`src/rtl/hazard_run_ctrl_if.sv`:
```
// rtl/hazard_run_ctrl_if.sv - datapath <-> hazard/run controller signal bundle
// StallCnt and its width parameter exist only with HAZ_STALL_CNT_EN.
interface hazard_run_ctrl_if
`ifdef HAZ_STALL_CNT_EN
   #(parameter int STCNT_W = 16)
`endif
   ;
   logic       Start;
   logic       HaltD;
   logic [3:0] ra1D;
   logic [3:0] ra2D;
   logic [3:0] ra1E;
   logic [3:0] ra2E;
   logic [3:0] WA3E;
   logic [3:0] WA3M;
   logic [3:0] WA3W;
   logic       MemtoRegE;
   logic       RegWriteM;
   logic       RegWriteW;
   logic [1:0] ForwardAE;
   logic [1:0] ForwardBE;
   logic       StallF;
   logic       StallD;
   logic       FlushE;
   logic       Busy;
   logic       Done;
`ifdef HAZ_STALL_CNT_EN
   logic [STCNT_W-1:0] StallCnt;
`endif

   modport master (
      output Start, HaltD, ra1D, ra2D, ra1E, ra2E, WA3E, WA3M, WA3W,
      output MemtoRegE, RegWriteM, RegWriteW,
      input  ForwardAE, ForwardBE, StallF, StallD, FlushE, Busy, Done
`ifdef HAZ_STALL_CNT_EN
      , input StallCnt
`endif
   );

   modport slave (
      input  Start, HaltD, ra1D, ra2D, ra1E, ra2E, WA3E, WA3M, WA3W,
      input  MemtoRegE, RegWriteM, RegWriteW,
      output ForwardAE, ForwardBE, StallF, StallD, FlushE, Busy, Done
`ifdef HAZ_STALL_CNT_EN
      , output StallCnt
`endif
   );
endinterface

```
`src/rtl/hazard_run_ctrl.sv`:
```
// rtl/hazard_run_ctrl.sv - forwarding, load-use stall and run/drain FSM for the 5-stage pipeline
// Optional stall statistics counter enabled by defining HAZ_STALL_CNT_EN.
module hazard_run_ctrl #(
   parameter int DRAIN_CYC = 3
`ifdef HAZ_STALL_CNT_EN
   , parameter int STCNT_W = 16
`endif
) (
   input  logic             CLK,
   input  logic             RST,
   hazard_run_ctrl_if.slave hz
);
   localparam int DW = (DRAIN_CYC > 1) ? $clog2(DRAIN_CYC) : 1;

   typedef enum logic [1:0] {IDLE, RUN, DRAIN, DONE} state_t;

   state_t        state, state_nxt;
   logic [DW-1:0] drain_cnt, drain_cnt_nxt;
   logic          ld_stall;

   assign ld_stall = hz.MemtoRegE && ((hz.ra1D == hz.WA3E) || (hz.ra2D == hz.WA3E));

   // MEM stage holds the newer value, so it wins over WB; forced to 00 while in reset
   always_comb begin
      hz.ForwardAE = 2'b00;
      hz.ForwardBE = 2'b00;
      if (RST) begin
         if (hz.RegWriteM && (hz.WA3M == hz.ra1E))      hz.ForwardAE = 2'b10;
         else if (hz.RegWriteW && (hz.WA3W == hz.ra1E)) hz.ForwardAE = 2'b01;
         if (hz.RegWriteM && (hz.WA3M == hz.ra2E))      hz.ForwardBE = 2'b10;
         else if (hz.RegWriteW && (hz.WA3W == hz.ra2E)) hz.ForwardBE = 2'b01;
      end
   end

   always_ff @(posedge CLK or negedge RST) begin
      if (!RST) begin
         state     <= IDLE;
         drain_cnt <= '0;
      end else begin
         state     <= state_nxt;
         drain_cnt <= drain_cnt_nxt;
      end
   end

   always_comb begin
      state_nxt     = state;
      drain_cnt_nxt = drain_cnt;
      hz.StallF     = 1'b1;
      hz.StallD     = 1'b1;
      hz.FlushE     = 1'b1;
      hz.Busy       = 1'b0;
      hz.Done       = 1'b0;
      case (state)
         IDLE: begin
            if (hz.Start) state_nxt = RUN;
         end
         RUN: begin
            hz.StallF = ld_stall;
            hz.StallD = ld_stall;
            hz.FlushE = ld_stall;
            hz.Busy   = 1'b1;
            // a halt stuck behind a load stays in D until the bubble is inserted
            if (hz.HaltD && !ld_stall) begin
               state_nxt     = DRAIN;
               drain_cnt_nxt = DW'(DRAIN_CYC - 1);
            end
         end
         DRAIN: begin
            hz.Busy = 1'b1;
            if (drain_cnt == '0) state_nxt = DONE;
            else                 drain_cnt_nxt = drain_cnt - 1'b1;
         end
         DONE: begin
            hz.Done = 1'b1;
            if (hz.Start) state_nxt = RUN;
         end
         default: state_nxt = IDLE;
      endcase
   end

`ifdef HAZ_STALL_CNT_EN
   logic [STCNT_W-1:0] stall_cnt;

   always_ff @(posedge CLK or negedge RST) begin
      if (!RST)
         stall_cnt <= '0;
      else if ((state == IDLE || state == DONE) && hz.Start)
         stall_cnt <= '0;
      else if (state == RUN && ld_stall && stall_cnt != '1)
         stall_cnt <= stall_cnt + 1'b1;
   end

   assign hz.StallCnt = stall_cnt;
`endif
endmodule

```
`src/flat_wrapper.sv`:
```
// flat-port wrapper written by rule: the top's interface ports become plain ports
module hazard_run_ctrl_flat 
#(
   parameter int DRAIN_CYC = 3

)
  (CLK, RST, hz_Start, hz_HaltD, hz_ra1D, hz_ra2D, hz_ra1E, hz_ra2E, hz_WA3E, hz_WA3M, hz_WA3W, hz_MemtoRegE, hz_RegWriteM, hz_RegWriteW, hz_ForwardAE, hz_ForwardBE, hz_StallF, hz_StallD, hz_FlushE, hz_Busy, hz_Done);
  hazard_run_ctrl_if hz_i ();
  input  logic CLK;
  input  logic RST;
  input wire logic [$bits(hz_i.Start)-1:0] hz_Start;
  input wire logic [$bits(hz_i.HaltD)-1:0] hz_HaltD;
  input wire logic [$bits(hz_i.ra1D)-1:0] hz_ra1D;
  input wire logic [$bits(hz_i.ra2D)-1:0] hz_ra2D;
  input wire logic [$bits(hz_i.ra1E)-1:0] hz_ra1E;
  input wire logic [$bits(hz_i.ra2E)-1:0] hz_ra2E;
  input wire logic [$bits(hz_i.WA3E)-1:0] hz_WA3E;
  input wire logic [$bits(hz_i.WA3M)-1:0] hz_WA3M;
  input wire logic [$bits(hz_i.WA3W)-1:0] hz_WA3W;
  input wire logic [$bits(hz_i.MemtoRegE)-1:0] hz_MemtoRegE;
  input wire logic [$bits(hz_i.RegWriteM)-1:0] hz_RegWriteM;
  input wire logic [$bits(hz_i.RegWriteW)-1:0] hz_RegWriteW;
  output wire logic [$bits(hz_i.ForwardAE)-1:0] hz_ForwardAE;
  output wire logic [$bits(hz_i.ForwardBE)-1:0] hz_ForwardBE;
  output wire logic [$bits(hz_i.StallF)-1:0] hz_StallF;
  output wire logic [$bits(hz_i.StallD)-1:0] hz_StallD;
  output wire logic [$bits(hz_i.FlushE)-1:0] hz_FlushE;
  output wire logic [$bits(hz_i.Busy)-1:0] hz_Busy;
  output wire logic [$bits(hz_i.Done)-1:0] hz_Done;
  assign hz_i.Start = hz_Start;
  assign hz_i.HaltD = hz_HaltD;
  assign hz_i.ra1D = hz_ra1D;
  assign hz_i.ra2D = hz_ra2D;
  assign hz_i.ra1E = hz_ra1E;
  assign hz_i.ra2E = hz_ra2E;
  assign hz_i.WA3E = hz_WA3E;
  assign hz_i.WA3M = hz_WA3M;
  assign hz_i.WA3W = hz_WA3W;
  assign hz_i.MemtoRegE = hz_MemtoRegE;
  assign hz_i.RegWriteM = hz_RegWriteM;
  assign hz_i.RegWriteW = hz_RegWriteW;
  assign hz_ForwardAE = hz_i.ForwardAE;
  assign hz_ForwardBE = hz_i.ForwardBE;
  assign hz_StallF = hz_i.StallF;
  assign hz_StallD = hz_i.StallD;
  assign hz_FlushE = hz_i.FlushE;
  assign hz_Busy = hz_i.Busy;
  assign hz_Done = hz_i.Done;
  hazard_run_ctrl #(.DRAIN_CYC(DRAIN_CYC)) u_core (.CLK(CLK), .RST(RST), .hz(hz_i));
endmodule
```
`config.mk`:
```
export PLATFORM = sky130hd
export DESIGN_NAME = hazard_run_ctrl_flat
export DESIGN_NICKNAME = d
export VERILOG_FILES = /design/src/rtl/hazard_run_ctrl_if.sv /design/src/rtl/hazard_run_ctrl.sv /design/src/flat_wrapper.sv
export SDC_FILE = /design/constraint.sdc
export NUM_CORES = 1
export LEC_CHECK = 0
export CAP_MARGIN = 10
export CORE_ASPECT_RATIO = 0.9
export CORE_UTILIZATION = 33
export DETAILED_ROUTE_END_ITERATION = 16
export GPL_TIMING_DRIVEN = 0
export PLACE_DENSITY = 0.74
export SETUP_SLACK_MARGIN = 0.3
export SLEW_MARGIN = 5
export SYNTH_ARGS = -nofsm -noshare
export SYNTH_HDL_FRONTEND = slang
export SYNTH_SLANG_ARGS = --single-unit
```
`constraint.sdc`:
```
create_clock -name CLK -period 2.22 [get_ports CLK]
set_input_delay 0.666 -clock CLK [delete_from_list [all_inputs] [get_ports CLK]]
set_output_delay 0.666 -clock CLK [all_outputs]
set_load 0.01 [all_outputs]
```
After elaboration in Yosys (flattened, before gate mapping)
Index checks and enable logic that the tools add are counted.
{"block": "totals", "ff_bits": 4, "in_bits": 35, "out_inout_bits": 9, "word_cells": 46}
{"block": "op_classes", "addsub": 1, "eq_ne": 13, "muxes": 15, "reduce_logical": 15}
{"op": "$eq A4 B4 Y1", "count": 6}
{"op": "$mux W2", "count": 8}
{"op": "$logic_and A1 B1 Y1", "count": 6}
{"op": "$ne A2 B1 Y1 const B", "count": 3}
{"op": "$pmux W2 S3", "count": 1}
{"op": "$reduce_and A3 Y1", "count": 2}
{"op": "$mux W1", "count": 5}
{"op": "$eq A2 B2 Y1 const B", "count": 2}
{"op": "$logic_not A2 Y1", "count": 2}
{"op": "$pmux W2 S2", "count": 1}
{"op": "$reduce_or A2 Y1", "count": 2}
{"op": "$eq A2 B1 Y1 const B", "count": 1}
{"op": "$ne A2 B2 Y1 const B", "count": 1}
{"op": "$reduce_bool A2 Y1", "count": 1}
{"op": "$sub A2 B1 Y2 const B", "count": 1}
{"op": "$logic_not A1 Y1", "count": 1}
{"op": "$logic_or A1 B1 Y1", "count": 1}

Longest topological paths before layout
Gate-level depths: netlist (run 1).
{"block": "logic_depth", "ltp_word": 7, "ltp_mapped": 7, "mapped_depth_nobuf": 6}

Least setup slack after synthesis (run 1)
No wires, ideal clock.
{"block": "synth_timing", "path_type": "in2out", "start": "input hz_ra1D[2]", "end": "output hz_StallD", "t_arrival_ps": 1618, "required_time_ps": 1554, "setup_slack_ps": -64, "cell_stages": 5, "path_buffers": 1, "path_cell_list": "xor2_1 -> nor4_4 -> o21ai_1 -> nand2_1 -> buf_4"}
{"block": "synth_via", "elab_chain_cells": 4}
{"element": "start, declared", "line_no": "flat_wrapper.sv:13", "rtl": "input wire logic [$bits(hz_i.ra1D)-1:0] hz_ra1D;"}
{"element": "$eq A4 B4 Y1", "line_no": "hazard_run_ctrl.sv:21", "rtl": "assign ld_stall = hz.MemtoRegE && ((hz.ra1D == hz.WA3E) || (hz.ra2D == hz.WA3E));"}
{"element": "$logic_or A1 B1 Y1", "line_no": "hazard_run_ctrl.sv:21"}
{"element": "$logic_and A1 B1 Y1", "line_no": "hazard_run_ctrl.sv:21"}
{"element": "$mux W1"}
{"element": "end, declared", "line_no": "flat_wrapper.sv:26", "rtl": "output wire logic [$bits(hz_i.StallD)-1:0] hz_StallD;"}
Every way passes these cells.

Final worst setup path (run 1)
{"block": "layout_timing", "start": "input hz_WA3E[3]", "end": "output hz_StallD"}
{"block": "layout_via", "elab_chain_cells": 4, "elab_cells_between_ends": 5, "cone_classes": "eq/ne (2); mux (1); reduce/logical (2)"}
{"element": "start, declared", "line_no": "flat_wrapper.sv:17", "rtl": "input wire logic [$bits(hz_i.WA3E)-1:0] hz_WA3E;"}
{"element": "$eq A4 B4 Y1", "line_no": "hazard_run_ctrl.sv:21"}
{"element": "$logic_or A1 B1 Y1 *", "line_no": "hazard_run_ctrl.sv:21"}
{"element": "$logic_and A1 B1 Y1 *", "line_no": "hazard_run_ctrl.sv:21"}
{"element": "$mux W1 *", "line_no": "hazard_run_ctrl.sv:53", "rtl": "case (state)"}
Mark *: on every way between the ends. The rest lies on a longest branch, timed or not.

==> results of run 1 <==
kinds of logic (layout without fill, tap and decap cells):
family                     count (synthesis)  count (layout)
and+or+nand+nor                           32              32
buffers and inverters                      9              67
xor gates and xnor gates                  24              24
muxes                                      1               1
AOI/OAI and AO/OA                         11              11
adders and majority gates                  4               4
DFF                                        4               4
layout by cell type (no fill, tap or decap), types with 3 or more instances in the layout:
master	n
and2_1	3
buf_2	15
buf_4	16
buf_6	8
buf_8	5
clkbuf_2	4
clkbuf_4	3
clkdlybuf4s50_1	3
dfrtp_1	3
ha_1	3
inv_1	4
nand2_1	5
nand2_2	3
nand3_1	5
nor2b_1	3
nor4_4	4
xnor2_1	4
xnor2_2	4
xor2_2	8
xor2_4	6
state kept, by name, indices dropped and copies added (netlist names):
| register | flops |
|---|---|
| u_core.drain_cnt | 2 |
| u_core.state | 2 |
repair_timing:
item,4_1_cts,5_1_grt
pin swaps,30,16
cloned,0,0
setup buffers,8,4
setup endpoints to repair,13,11
gates resized for setup,177,33
worst paths after layout:
path | from | to | slack [ns] | depth (start not counted)
hold reg to reg | u_core.drain_cnt[0] | u_core.drain_cnt[0] | 0.66 | 3
setup / recovery | hz_WA3E[3] | hz_StallD | -0.13 | 7
min in group CLK | u_core.drain_cnt[0] | u_core.drain_cnt[0] | 0.66 | 3
setup reg to reg | u_core.state[0] | u_core.drain_cnt[1] | 0.30 | 8
max in group asynchronous | RST | u_core.state[1] | 1.79 | 1
hold / removal | RST | u_core.state[0] | 0.25 | 1
power by group through the flow:
stage / registers [W] / logic, W / clock network, W
finish: 0.000138 / 0.000844 / 0.0000985
global route: 0.000142 / 0.000926 / 0.000103
CTS: 0.000136 / 0.000757 / 0.0000939
detailed placement: 0.000137 / 0.000683 / 0
global placement: 0.000137 / 0.000670 / 0
floorplan: 0.000130 / 0.000425 / 0
stage by stage:
| stage | area, sq um | setup WS (ns) | setup TNS (ns) | instances | hold WS (ns) |
|---|---|---|---|---|---|
| after CTS | 1380 | -0.0992 | -0.342 | 164 | 0.392 |
| after floorplan | 764 | 0.00144 | 0 | 85 | 0.370 |
| final | 1520 | -0.133 | -0.460 | 168 | 0.249 |
| after global placement | 1230 | -1.13 | -6.68 | 153 | 0.629 |
| after global routing | 1520 | -0.185 | -0.807 | 168 | 0.256 |
| after detailed placement | 1230 | -1.16 | -6.94 | 153 | 0.636 |
worst max-delay path, cell delays in order:
cell	delay (ns)
buf_2	0.13
xor2_2	0.19
nor4_4	0.30
o21ai_2	0.11
nand2_2	0.10
buf_6	0.10
buf_6	0.09
routing by layer:
metal / up-vias / wire length (um)
li1: 406 / -
met1: 435 / 1160
met2: 36 / 1490
met3: 13 / 118
met4: 0 / 93
met5: - / 0
layout make-up:
type	count	area, sq um
multi-input combinational	72	850
timing repair buffer	55	463
fill	117	453
sequential	4	101
tap	25	31.3
buffer	3	27.5
clock buffer	3	22.5
inverter	6	22.5
==> summary.md, run 1 <==
| Metric | Value |
|---|---|
| DRT iter0 DRCs | 36 |
| DIE AREA | 2330 sq um |
| Max-cap violation count | 0 |
| Status | complete, but fails checks |
| Final Setup Violations | 6 |
| Vias/cell | 5.30 |
| VDD IR-drop max | 0.000525 V |
| Netlist Area Pre-Place | 707 sq um |
| Critical path arrival | 1.69 ns |
| Period Utilization, post-route | 106% |
| Most frequent cell after synthesis | xor2_1 |
| Flops & latches, synth | 4 |
| Adder-cell share of the synthesized area | 7.08% |
| Area growth, synth to finish | 115% |
| Clk_skew | between 0.007 and 0.008 ns |
| Height of the die | approximately 46 um |
| Mux cell area share after synthesis | ~1.4% |
| Vias after detailed routing | 890 |
| Nets@finish | 184 |
| Drt pass-1 iters | 4 |
| TritonCTS clock tree | built |
| Worst skew pair latency | 0.25 ns |
| First-pass GRT wire length | 3.96 mm |
| Seq pwr share | about an eighth |
| YS warnings | 0 |
| Worst min path class | in -> async |
| Syn_area_per_cell | 8.32 sq um |
| Minimum clock period | 2.35 ns |
| Initial antenna violation count | 0 |
| Syn_nets | ~120 |
| PortBufs | between 40 and 50 |
| Fmax | 425 MHz |
| Simple-Gate Fraction of Synth Area | 28.7% |
| Total gr overflow | 0 |
| Post-synthesis xor/xnor area fraction | 29.7% |
| Switching Share | between 40% and 50% |
| Post-route ant nets | 0 |
| CTS Root Cell | clkbuf_4 |
| Ys flop type | dfrtp_1 |
| Ys async rst share | 100% |
| Initial core utilization | 35.9% |
| Worst slew pin tran | roughly 0.54 ns |
| DRC Markers | 0 |
| Slack of the critical path | -0.133 ns |
| Crit path max fanout | 3 |
| Post-synth top area share | 19.8% |
| Crit Path Category | in -> out |
| Largest net degree at the start of global routing | 9 |
| Post-DR wirelength/cell | 17.1 um |
| Critical Path End Type | output pin |
| Switching power | 0.000491 W |
| Slew Limit Headroom | 63.4% |
| Register area share after synthesis | between 10% and 20% |
| Top cell type by total area after synthesis | xor2_1 |
| Post-synth top cells | xor2_1, nand2_1, xnor2_1 |
| Area fraction in compound gates after synthesis | 12.9% |
| Dpl hpwl | approximately 1.8 mm |
| Number of flops mapped to enable cells by yosys | 0 |
| Synth top area cells | xor2_1, dfrtp_1, xnor2_1 |
| Grt met1 use | 30.9% |
| Crit start category | input port |
| Pwr dens | 712 nW/um^2 |
| Violated checks | negative setup slack |
| GP Congestion | 0.851 |
| Final Slew Violations | 0 |
| Hold_buf cts | 0 |
| # IOs | 44 |
| Site row count | 15 |
| Static leakage | roughly 0.64 nW |
| Mapped Cells | 85 |
| Clk slew on worst S/H paths | 0.04 ns |
| Combinational share of power | between 70 and 80% |
| Vias in the first global route | 859 |
| Diode count | 0 |
| Met2 Use GR | 39.7% |
| RSZ-0062 raised after global routing | true |
| Clock power share | 9.1% |
| Clock Sinks | 4 |
| Total CTS buffers | 3 |
| Gr busiest metal | met2 |
| Post-synth cell types | 27 |
| Final Hold Fails | 0 |
| DIE WIDTH | 50.8 um |
| Main combinational cell family by area after synthesis | XOR/XNOR gates |
| Met3 usage in global routing | 4.00% |
| Clk buf depth | 2 |
| Util after Layout | 77.0% |
| Share of layout cells above drive strength 1 | 63.6% |
| H-tree depth | 1 |
| Cell Int Power | 0.000590 W |
| GRT Overall Usage | 24.0% |
| Routed WL | 2.87 mm |
| Total Power | 0.00108 W |
| Core box area | 1970 sq um |
| Worst path required time | 1.55 ns |
No activity file was read; power rests on OpenSTA's default activity.
==> run 2, diff against run 1 <==
==> constraint.sdc (replaced) <==
create_clock -name CLK -period 2.22 [get_ports CLK]
set_input_delay 0.555 -clock CLK [delete_from_list [all_inputs] [get_ports CLK]]
set_output_delay 0.555 -clock CLK [all_outputs]
set_load 0.01 [all_outputs]
==> run 2 against run 1 <==
Net effect: the run now ends clean; clock power fell by 7.0%; cell count is 2.4% lower; core utilization decreased by 3.2 points; via count is 2.7% lower; power shrank 7.8%; global-route usage down 2.0 points; routed wire length decreased by 6.9%; setup slack gained 0.23 ns; sequential cell count stayed put; critical path type unchanged; largest cell class unchanged; largest power group unchanged.
==> summary.md, run 2 (same netlist as run 1, synthesis figures left out) <==
| Metric | Value |
|---|---|
| Nets@finish | 180 (was 184) |
| Total Power | 0.000997 W (was 0.00108 W) |
| Status | finished, final reports clean (was complete, but fails checks) |
| TritonCTS clock tree | built (unchanged) |
| Area growth, synth to finish | 106% (was 115%) |
| DIE WIDTH | 50.8 um (unchanged) |
| Pwr dens | 686 nW/um^2 (was 712 nW/um^2) |
| Clk_skew | 0.00197 ns (was 0.00715 ns) |
| Worst slew pin tran | 0.542 ns (was 0.541 ns) |
| Metal2 WL | 1.37 mm (was 1.49 mm) |
| Critical path arrival | 1.57 ns (was 1.69 ns) |
| Fill cells | 135 (was 117) |
| Minimum clock period | 2.12 ns (was 2.35 ns) |
| VDD IR-drop max | 0.000543 V (was 0.000525 V) |
| Most used cell, CP | buf_6 (unchanged) |
| Final Slew Violations | 0 (unchanged) |
| Site row count | 15 (unchanged) |
| # IOs | 44 (unchanged) |
| Vias in the first global route | 817 (was 859) |
| Final Setup Violations | 0 (was 6) |
| Core box area | 1970 sq um (unchanged) |
| Post-DR wirelength/cell | 16.3 um (was 17.1 um) |
| Slew Limit Headroom | 63.4% (about the same) |
| Hold_buf cts | 0 (unchanged) |
| Total CTS buffers | 3 (unchanged) |
| Final Hold Fails | 0 (unchanged) |
| Largest net degree at the start of global routing | 9 (unchanged) |
| GRT Overall Usage | 22.0% (was 24.0%) |
| Storage cell area | 101 sq um (unchanged) |
| Diode count | 0 (unchanged) |
| Initial antenna violation count | 0 (unchanged) |
| Multi-input gate area | 802 sq um (was 850 sq um) |
| CTS Root Cell | clkbuf_4 (unchanged) |
| DRT iter0 DRCs | 36 (unchanged) |
| DIE AREA | 2330 sq um (unchanged) |
| Slack of the critical path | 0.0968 ns (was -0.133 ns) |
| Drt pass-1 iters | 4 (unchanged) |
| Max-cap violation count | 0 (unchanged) |
| Worst skew pair latency | 0.24 ns (was 0.25 ns) |
| Crit-path max cell delay | 0.34 ns (was 0.30 ns) |
| Post-route ant nets | 0 (unchanged) |
| GP Congestion | 0.810 (was 0.851) |
| Fmax | 471 MHz (was 425 MHz) |
| Cell area after layout | 1450 sq um (was 1520 sq um) |
| Crit path max fanout | 3 (unchanged) |
| Worst min path class | in -> async (unchanged) |
| DP Area | 1200 sq um (was 1230 sq um) |
| R2R setup slack | 0.47 ns (was 0.30 ns) |
| Critical Path End Type | output pin (unchanged) |
| Place WS | -0.917 ns (was -1.16 ns) |
| Height of the die | 45.9 um (unchanged) |
| Highest-count cells in the layout ignoring fill and taps | buf_2, buf_6, xor2_2, buf_4 (was buf_4, buf_2, xor2_2, buf_6, xor2_4) |
| First-pass GRT wire length | 3.67 mm (was 3.96 mm) |
| Util after Layout | 73.8% (was 77.0%) |
| Clock Sinks | 4 (unchanged) |
| Initial core utilization | 35.9% (unchanged) |
| Period Utilization, post-route | 95.6% (was 106%) |
| Crit start category | input port (unchanged) |
| Vias after detailed routing | 866 (was 890) |
| FF-to-FF path depth | 7 (was 8) |
| DRC Markers | 0 (unchanged) |
| Metal3 WL | 143 um (was 118 um) |
| Met1 wire length | 1.09 mm (was 1.16 mm) |
| PortBufs | 43 (unchanged) |
| Share of layout cells above drive strength 1 | 60.4% (was 63.6%) |
| Critical path cell sequence | buf_6 > xor2_2 > nor4_4 > o21ai_2 > nand2_2 > buf_6 > buf_6 (was buf_2 > xor2_2 > nor4_4 > o21ai_2 > nand2_2 > buf_6 > buf_6) |
| Critical path's slowest cell | nor4_4 (unchanged) |
| Routed WL | 2.67 mm (was 2.87 mm) |
| Static leakage | 0.645 nW (was 0.642 nW) |
| Top layer in use | met4 (unchanged) |
| Vias/cell | 5.28 (was 5.30) |
| Clk slew on worst S/H paths | 0.04 ns (about the same) |
| Dpl hpwl | 1.72 mm (was 1.78 mm) |
| Worst path required time | 1.66 ns (was 1.55 ns) |
| Largest registers | u_core.drain_cnt x2, u_core.state x2 (unchanged) |
| Clk buf depth | 2 (unchanged) |
| Total gr overflow | 0 (unchanged) |
| RSZ-0062 raised after global routing | true (unchanged) |
| Crit Path Category | in -> out (unchanged) |
| TNS Setup | 0 ns (was -0.460 ns) |
| H-tree depth | 1 (unchanged) |
-- run 2: cell count changes in the layout (fill, tap and decap cells not counted), sizes merged --
cell,previous run,this run
buf,45,44
dlymetal6s2s,0,1
clkdlybuf4s15,4,0
-- run 2: power by group --
part           total (W)  switching, W  internal, W
Combinational   0.000761      0.000383     0.000378
Sequential      0.000144     0.0000331     0.000111
Clock          0.0000916     0.0000311    0.0000605
-- run 2: repair_timing --
action	4_1_cts	5_1_grt
setup buffers	5	3
setup endpoints to repair	10	9
gates resized for setup	169	52
pin swaps	29	18
-- run 2: routing by layer --
metal / global-route usage, % / up-vias
met4: 7.78 / 0
li1: - / 396
met5: 0 / -
met3: 4.67 / 8
met1: 26.9 / 424
met2: 38.7 / 38
-- run 2: cell type report --
class	count	share of cell area [%]
Buffer	3	1.89
Clock buffer	3	1.55
Inverter	6	1.55
Multi-Input combinational cell	72	55.2
Sequential cell	4	6.97
Tap cell	25	2.15
Timing Repair Buffer	51	30.7
-- run 2: worst paths after layout --
| kind | end | startpoint |
|---|---|---|
| worst max-delay path | hz_StallD | hz_ra2D[1] |
| worst min-delay path | u_core.state[0] | RST |
| worst max register to register | u_core.drain_cnt[0] | u_core.state[1] |
| worst min register to register | u_core.state[1] | u_core.state[1] |
| max in group asynchronous | u_core.state[1] | RST |
| min in group CLK | u_core.state[1] | u_core.state[1] |
-- run 2: critical path, delay by kind of cell --
family                 cells  cell delay (ns)
XOR/XNOR                   1             0.18
AND/OR/NAND/NOR            2             0.44
AO/OA/AOI/OAI              1             0.12
buffers and inverters      3             0.28
-- run 2: through the flow --
| stage | std cells | hold slack [ns] |
|---|---|---|
| 3_5_place_dp | 153 | 0.639 |
| 5_1_grt | 164 | 0.143 |
| 6_report | 164 | 0.146 |
| 2_1_floorplan | 85 | 0.259 |
| 4_1_cts | 161 | 0.237 |
| 3_3_place_gp | 153 | 0.623 |
